--- src/rtl/core_v_mini_mcu_pkg.sv ---
// MCU-level constants and types for the CPU OBI arbiter.
//   arb_state_e           : arbitration FSM states
//   MAX_OUTSTANDING_LIMIT : upper bound on the outstanding-transaction depth
//   clamp_outstanding()   : maps a requested depth into the legal 1..LIMIT range
package core_v_mini_mcu_pkg;

  typedef enum logic {
    ARB_IDLE   = 1'b0,  // no request being held on the bus
    ARB_LOCKED = 1'b1   // request issued, waiting for gnt
  } arb_state_e;

  localparam int unsigned MAX_OUTSTANDING_LIMIT = 4;

  function automatic int unsigned clamp_outstanding(input int unsigned n);
    if (n < 1) return 1;
    if (n > MAX_OUTSTANDING_LIMIT) return MAX_OUTSTANDING_LIMIT;
    return n;
  endfunction

endpackage

--- src/rtl/obi_pkg.sv ---
// Shared OBI bus types used by the CPU-side arbiter and its clients.
//   obi_req_t  : request channel (req, we, be, addr, wdata)
//   obi_resp_t : response channel (gnt, rvalid, rdata)
package obi_pkg;

  typedef struct packed {
    logic        req;
    logic        we;
    logic [3:0]  be;
    logic [31:0] addr;
    logic [31:0] wdata;
  } obi_req_t;

  typedef struct packed {
    logic        gnt;
    logic        rvalid;
    logic [31:0] rdata;
  } obi_resp_t;

endpackage

--- src/rtl/obi_owner_fifo.sv ---
// In-order tracker of which requester owns each outstanding bus transaction.
// Ports:
//   clk_i, rst_i : clock, synchronous active-high reset (empties the FIFO)
//   push_i       : record a granted transaction, owner push_id_i
//   pop_i        : retire the oldest transaction (ignored when empty)
//   head_id_o    : owner of the oldest outstanding transaction
//   full_o       : DEPTH entries outstanding
//   empty_o      : nothing outstanding
module obi_owner_fifo #(
  parameter int unsigned DEPTH = 2
) (
  input  logic clk_i,
  input  logic rst_i,
  input  logic push_i,
  input  logic push_id_i,
  input  logic pop_i,
  output logic head_id_o,
  output logic full_o,
  output logic empty_o
);

  localparam int unsigned PTR_W = (DEPTH > 1) ? $clog2(DEPTH) : 1;
  localparam int unsigned CNT_W = $clog2(DEPTH + 1);

  logic [DEPTH-1:0] mem_q, mem_d;
  logic [PTR_W-1:0] wr_ptr_q, wr_ptr_d;
  logic [PTR_W-1:0] rd_ptr_q, rd_ptr_d;
  logic [CNT_W-1:0] count_q, count_d;
  logic             do_push, do_pop;

  function automatic logic [PTR_W-1:0] ptr_inc(input logic [PTR_W-1:0] p);
    return (p == PTR_W'(DEPTH - 1)) ? '0 : p + PTR_W'(1);
  endfunction

  assign full_o  = (count_q == CNT_W'(DEPTH));
  assign empty_o = (count_q == '0);
  assign do_pop  = pop_i & ~empty_o;
  // A pop in the same cycle frees the slot the push needs.
  assign do_push = push_i & (~full_o | do_pop);

  genvar gi;
  generate
    for (gi = 0; gi < DEPTH; gi++) begin : g_slot
      assign mem_d[gi] = (do_push && (wr_ptr_q == PTR_W'(gi))) ? push_id_i : mem_q[gi];
    end
  endgenerate

  always_comb begin
    head_id_o = 1'b0;
    for (int i = 0; i < int'(DEPTH); i++) begin
      if (rd_ptr_q == PTR_W'(i)) head_id_o = mem_q[i];
    end
  end

  always_comb begin
    wr_ptr_d = do_push ? ptr_inc(wr_ptr_q) : wr_ptr_q;
    rd_ptr_d = do_pop ? ptr_inc(rd_ptr_q) : rd_ptr_q;
    count_d  = count_q;
    if (do_push && !do_pop) count_d = count_q + CNT_W'(1);
    else if (do_pop && !do_push) count_d = count_q - CNT_W'(1);
  end

  always_ff @(posedge clk_i) begin
    if (rst_i) begin
      mem_q    <= '0;
      wr_ptr_q <= '0;
      rd_ptr_q <= '0;
      count_q  <= '0;
    end else begin
      mem_q    <= mem_d;
      wr_ptr_q <= wr_ptr_d;
      rd_ptr_q <= rd_ptr_d;
      count_q  <= count_d;
    end
  end

endmodule

--- src/rtl/cpu_obi_arbiter.sv ---
// Two-to-one OBI arbiter merging the CPU data port (requester 0) and
// instruction port (requester 1) onto a single memory bus.
// Ports:
//   clk_i, rst_i      : clock, synchronous active-high reset
//   data_req_i/_resp_o  : requester 0 channel
//   instr_req_i/_resp_o : requester 1 channel
//   bus_req_o/bus_resp_i: merged memory-side channel
//   protocol_err_o    : sticky, set by an rvalid with nothing outstanding
// Request and response paths are purely combinational; only the arbitration
// state, round-robin pointer, owner FIFO and error flag are registered.
module cpu_obi_arbiter
  import obi_pkg::*;
  import core_v_mini_mcu_pkg::*;
#(
  parameter int unsigned MAX_OUTSTANDING   = 2,
  parameter logic        DATA_HAS_PRIORITY = 1'b0
) (
  input  logic      clk_i,
  input  logic      rst_i,
  input  obi_req_t  data_req_i,
  output obi_resp_t data_resp_o,
  input  obi_req_t  instr_req_i,
  output obi_resp_t instr_resp_o,
  output obi_req_t  bus_req_o,
  input  obi_resp_t bus_resp_i,
  output logic      protocol_err_o
);

  localparam int unsigned FIFO_DEPTH = clamp_outstanding(MAX_OUTSTANDING);

  arb_state_e state_q;
  logic       sel_q;    // requester held while LOCKED
  logic       prio_q;   // requester favoured on a tie (the one not granted last)
  logic       err_q;

  logic       sel;
  obi_req_t   sel_req;
  logic       blocked;
  logic       issue;
  logic       push;
  logic       pop;
  logic       stray_rvalid;
  logic       fifo_full;
  logic       fifo_empty;
  logic       head_id;

  always_comb begin
    if (state_q == ARB_LOCKED) begin
      sel = sel_q;
    end else if (data_req_i.req && instr_req_i.req) begin
      sel = DATA_HAS_PRIORITY ? 1'b0 : prio_q;
    end else begin
      sel = instr_req_i.req;
    end

    sel_req = sel ? instr_req_i : data_req_i;

    // A returning rvalid pops the FIFO this cycle, so a full tracker can
    // still accept a new grant alongside it.
    blocked = fifo_full & ~bus_resp_i.rvalid;
    issue   = sel_req.req & ~blocked & ~rst_i;
    push    = issue & bus_resp_i.gnt;
    pop     = bus_resp_i.rvalid & ~fifo_empty & ~rst_i;
    stray_rvalid = bus_resp_i.rvalid & fifo_empty;

    bus_req_o     = sel_req;
    bus_req_o.req = issue;

    data_resp_o         = '0;
    instr_resp_o        = '0;
    data_resp_o.gnt     = push & ~sel;
    instr_resp_o.gnt    = push & sel;
    data_resp_o.rvalid  = pop & ~head_id;
    instr_resp_o.rvalid = pop & head_id;
    data_resp_o.rdata   = (pop && !head_id) ? bus_resp_i.rdata : '0;
    instr_resp_o.rdata  = (pop && head_id) ? bus_resp_i.rdata : '0;
  end

  assign protocol_err_o = err_q;

  always_ff @(posedge clk_i) begin
    if (rst_i) begin
      state_q <= ARB_IDLE;
      sel_q   <= 1'b0;
      prio_q  <= 1'b0;
      err_q   <= 1'b0;
    end else begin
      err_q <= err_q | stray_rvalid;
      if (push) begin
        state_q <= ARB_IDLE;
        prio_q  <= ~sel;
      end else if (issue) begin
        state_q <= ARB_LOCKED;
        sel_q   <= sel;
      end else if (state_q == ARB_LOCKED && !sel_req.req) begin
        // Requester withdrew; release the lock rather than wedge the bus.
        state_q <= ARB_IDLE;
      end
    end
  end

  obi_owner_fifo #(
    .DEPTH(FIFO_DEPTH)
  ) u_owner_fifo (
    .clk_i    (clk_i),
    .rst_i    (rst_i),
    .push_i   (push),
    .push_id_i(sel),
    .pop_i    (pop),
    .head_id_o(head_id),
    .full_o   (fifo_full),
    .empty_o  (fifo_empty)
  );

endmodule

--- config.mk ---
export PLATFORM = sky130hd
export DESIGN_NAME = cpu_obi_arbiter
export DESIGN_NICKNAME = d
export VERILOG_FILES = /design/src/rtl/core_v_mini_mcu_pkg.sv /design/src/rtl/obi_pkg.sv /design/src/rtl/obi_owner_fifo.sv /design/src/rtl/cpu_obi_arbiter.sv
export SDC_FILE = /design/constraint.sdc
export NUM_CORES = 1
export LEC_CHECK = 0
export ABC_AREA = 1
export CORE_AREA = 4 4 120 122
export DETAILED_ROUTE_END_ITERATION = 7
export DIE_AREA = 0 0 124 126
export PLACE_DENSITY = 0.57
export SLEW_MARGIN = 10
export SYNTH_ARGS = -nofsm -noshare
export SYNTH_HDL_FRONTEND = slang
export SYNTH_SLANG_ARGS = --single-unit
--- constraint.sdc ---
create_clock -name clk_i -period 2.67 [get_ports clk_i]
set_input_delay 0.534 -clock clk_i [delete_from_list [all_inputs] [get_ports clk_i]]
set_output_delay 0.534 -clock clk_i [all_outputs]
set_load 0.05 [all_outputs]
# --- Word level (Yosys, flattened, before mapping) ---
# Cells that the tools add are included.
totals:
  register_bits: 10
  inputBits: 176
  output_inout_bits: 139
  elab_cells: 67
op_classes:
  n_addsub: 4
  n_eq_ne: 1
  n_mux: 12
  bitwise: 24
  reduce_logical: 17
op_table:
  columns: ["operator", "n"]
  rows:
  - ["$mux W70", 1]
  - ["$mux W32", 2]
  - ["$and A1 B1 Y1", 13]
  - ["$not A1 Y1", 9]
  - ["$logic_and A1 B1 Y1", 8]
  - ["$mux W1", 7]
  - ["$logic_not A1 Y1", 4]
  - ["$mux W2", 2]
  - ["$reduce_bool A2 Y1", 2]
  - ["$add A1 B1 Y1 const B", 2]
  - ["$add A2 B1 Y2 const B", 1]
  - ["$eq A2 B2 Y1 const B", 1]
  - ["$logic_not A2 Y1", 1]
  - ["$or A1 B1 Y1", 2]
  - ["$reduce_and A2 Y1", 1]
  - ["$reduce_or A2 Y1", 1]
  - ["$sub A2 B1 Y2 const B", 1]

# --- Logic depth before layout (Yosys ltp) ---
depth:
  ltp_word: 12
  depth_mapped: 11
  ltp_nobuf: 11

# --- Modules after synthesis ---
# From an unflattened synthesis, not the netlist that was laid out.
hier_totals:
  hier_cells: 423
  area_unflattened_um2: 1916.8
by_module_without_submodules:
  columns: ["mod", "n_inst", "cells_each", "area_each_um2"]
  rows:
  - ["cpu_obi_arbiter", 1, 372, 1590.3]
  - ["obi_owner_fifo", 1, 51, 326.6]

# --- Worst setup path after synthesis ---
# OpenSTA, ideal clock, no wires.
synth_timing:
  path_type: "input-to-output"
  start: "input port bus_resp_i[32] in the netlist's numbering"
  end: "output port instr_resp_o[0] in the netlist's numbering"
  arrival_ns: 2.075
  path_slack_ns: 0.061
  path_stages: 9
  n_path_buf: 1
  path_cell_list: "inv_1 -> a21oi_2 -> inv_2 -> nor2_4 -> inv_2 -> nor2_4 -> inv_2 -> buf_6 -> nor2_1"
synth_lines:
  columns: ["element", "line_no", "source"]
  rows:
  - ["from (decl)", "cpu_obi_arbiter.sv:25", "input obi_resp_t bus_resp_i,"]
  - ["to (decl)", "cpu_obi_arbiter.sv:23", "output obi_resp_t instr_resp_o,"]

==> impl_metrics.csv <==
group,metric,value,unit
sta,setup_ws,22.1,ps
clock_tree,cts_hold_buf,0,
finish,area_growth,269,%
grt,grt_max_degree,55,
sta,worst_slew_pin_slew,496,ps
worst_setup_path,critPathMaxFanout,18,
min_path,hp-class,"reg2reg",
sta,skew,1.22,ps
die,initial_core_util,14.0,%
power,power-per-cell-area,321,nW/um^2
placement,numPortBuffers,314,
sta,period_needed,2650,ps
logic_synthesis,yosysUniqueCellTypes,24,
worst_setup_path,cp_data_required_time,2140,ps
power,p_int,1.22,mW
routing,wl_per_cell,15.6,um
die,die_w,124,um
placement,place_ws,-10.6,ps
clock_tree,cts_tree,"yes",
worst_setup_path,crit_buf_inv,7,
worst_setup_path,cp-start-kind,"input port",
sta,setup_viol,0,
clock_tree,htreeDepth,1,
power,report.power.total,2.19,mW
routing,drt-total-wl,13900,um
finish,layout-drive-gt1-share,27.3,%
clock_tree,clkSlewWorstSetupHoldPaths,40,ps
logic_synthesis,post-synth-top-area-cell,"nand2_1",
finish,final_area,6820,um^2
worst_setup_path,crit_chain,"clkdlybuf4s50_1, inv_1, a21oi_2, inv_2, nor2_4, inv_2, nor2_4, inv_2, buf_12, nor2_1, buf_12",
grt,track_usage,15.9,%
worst_setup_path,crit_arrival,2110,ps
sta,slew_headroom,66.8,%
worst_setup_path,path_class,"in2out",
job,maxCapViolations,0,
sta,setup_tns,0,ps
clock_tree,cts_root_buf,"clkbuf_16",
routing,ant_nets,0,
outcome,status,"finished clean",
logic_synthesis,syn_inst,401,
power,peakVddDrop,0.143,mV
power,power_switching,965,uW
placement,hpwl,12000,um
power,p_leak,3.20,nW
grt,grt-ovfl-total,0,
power,power_frac_clock,13.6,%
logic_synthesis,yosysWarnings,0,
placement,gp_congestion,0.817,
logic_synthesis,ys_ff_latch,10,
worst_setup_path,cpMostUsedCell,"inv_2",
die,fp-row-count,42,
finish,post-route-util,51.7,%
logic_synthesis,syn_nets,578,
grt,grt_pass1_wl,19500,um
finish,antenna_cells,0,
clock_tree,clock_path_buffers,2,
placement,placed_area,6610,um^2
sta,finalHoldViolCount,0,
routing,vias,3538,
sta,rsz0062_at_grt,"true",
worst_setup_path,cp_top_family,"buffers and inverters",
clock_tree,cts_sinks,10,
logic_synthesis,yosysSeqAreaShare,10.8,%
routing,drc,0,
power,switching_share,44.1,%
sta,finalCritPeriodShare,99.2,%
sta,slew_viol_final,0,
die,die_y,126,um
worst_setup_path,slowest_delay,480,ps
finish,nets,889,
sta,fmax,378,MHz
routing,drtPass1Iterations,4,
worst_setup_path,endpoint_kind,"output pin",
logic_synthesis,netlist_area,1850,um^2
routing,via_per_inst,3.99,
routing,drtIter0Drc,119,
logic_synthesis,synth_area_leaders,"nand2_1 (43%), nor2_1 (13%), dfxtp_1 (11%), inv_1 (8.5%), nor2_4 (4.3%)",
finish,final_cell_mix,"nand2_1 (212), clkdlybuf4s50_1 (176), buf_12 (144)",
logic_synthesis,synth_top_area_share,43.5,%
power,comb_power_share,78.6,%
finish,final_common_cell,"nand2_1",
die,ios,315,
die,core_area,13200,um^2
clock_tree,cts_buffers,3,
die,die_area,15600,um^2
power,seqPwrFrac,7.8,%
grt,antenna_found_initial,0,
logic_synthesis,synth.avg_cell_area,4.61,um^2
grt,grt_pass1_vias,3610,
clock_tree,clock_latency,240,ps
worst_setup_path,slowest_stage,"clkdlybuf4s50_1",
-- sequential cells by signal (all words and copies together), names as in the netlist --
register / count
u_owner_fifo.count_q: 2
sel_q: 1
u_owner_fifo.rd_ptr_q: 1
prio_q: 1
u_owner_fifo.wr_ptr_q: 1
state_q: 1
protocol_err_o: 1
u_owner_fifo.mem_q: 2
-- layer usage --
metal / track usage (%) / vias to the layer above / part of all wire, %
li1: - / 1782 / -
met1: 15.2 / 1534 / 33
met2: 31.8 / 209 / 55
met3: 5.07 / 13 / 11
met4: 3.99 / 0 / 1.7
met5: 0 / - / 0
-- timing repair --
action                                  4_1_cts  5_1_grt
endpoints found under the setup margin        1       31
cloned                                        0        2
resized for setup                             1       17
buffers inserted                              0        1
pin swaps                                     0        1
-- path summary, 6_finish.rpt --
kind                                startpoint                 endpoint  slack [ps]  cells past startpoint
worst max-delay path            bus_resp_i[32]          instr_resp_o[5]          20                     11
worst min-delay path            protocol_err_o           protocol_err_o         470                      2
worst min register to register  protocol_err_o           protocol_err_o         470                      2
worst max register to register         state_q  u_owner_fifo.count_q[1]         880                     10
-- final cells by class --
cell class / instances / area [um^2]
multi-input combinational: 320 / 1390
sequential: 10 / 200
fill: 1246 / 6370
tap: 176 / 220
inverter: 50 / 188
clock buffer: 4 / 88.8
timing repair buffer: 327 / 4740
-- cells in the mapped netlist, drive strengths merged --
cell and n:
nand4 2, mux2i 1, inv 50, nand2 215, a31oi 1, nand3 7
nor2 79, o21ai 7, buf 21, dfxtp 10, a21oi 7, ha 1
-- power groups by stage --
stage	Combinational [mW]	Clock [mW]	Sequential, mW
after floorplan	0.717	0	0.178
after global placement	1.69	0	0.172
after detailed placement	1.70	0	0.173
after CTS	1.70	0.303	0.171
after global routing	1.80	0.312	0.172
final	1.72	0.299	0.171
-- cells by family (layout without fill, tap and decap cells) --
kind of cell,Yosys count,after routing,share of synthesized area [%]
multiplexers,1,1,0.542
adder cells (fa/ha/maj),1,1,0.677
flip-flops,10,10,10.8
AO/OA/AOI/OAI,15,15,4.34
AND/OR/NAND/NOR,303,303,66.9
buffers and inverters,71,381,16.7
-- tightest hold or removal path, stage by stage, from the launching register on --
cell,delay (ps)
dfxtp_1,320
a31oi_1,40
nor2_1,70
-- through the flow --
stage	hold WS [ps]	std cells
after floorplan	451	401
after global placement	454	880
after global routing	511	887
final	466	887
after CTS	471	884
after detailed placement	462	880
No activity file was read; power rests on OpenSTA's default activity.
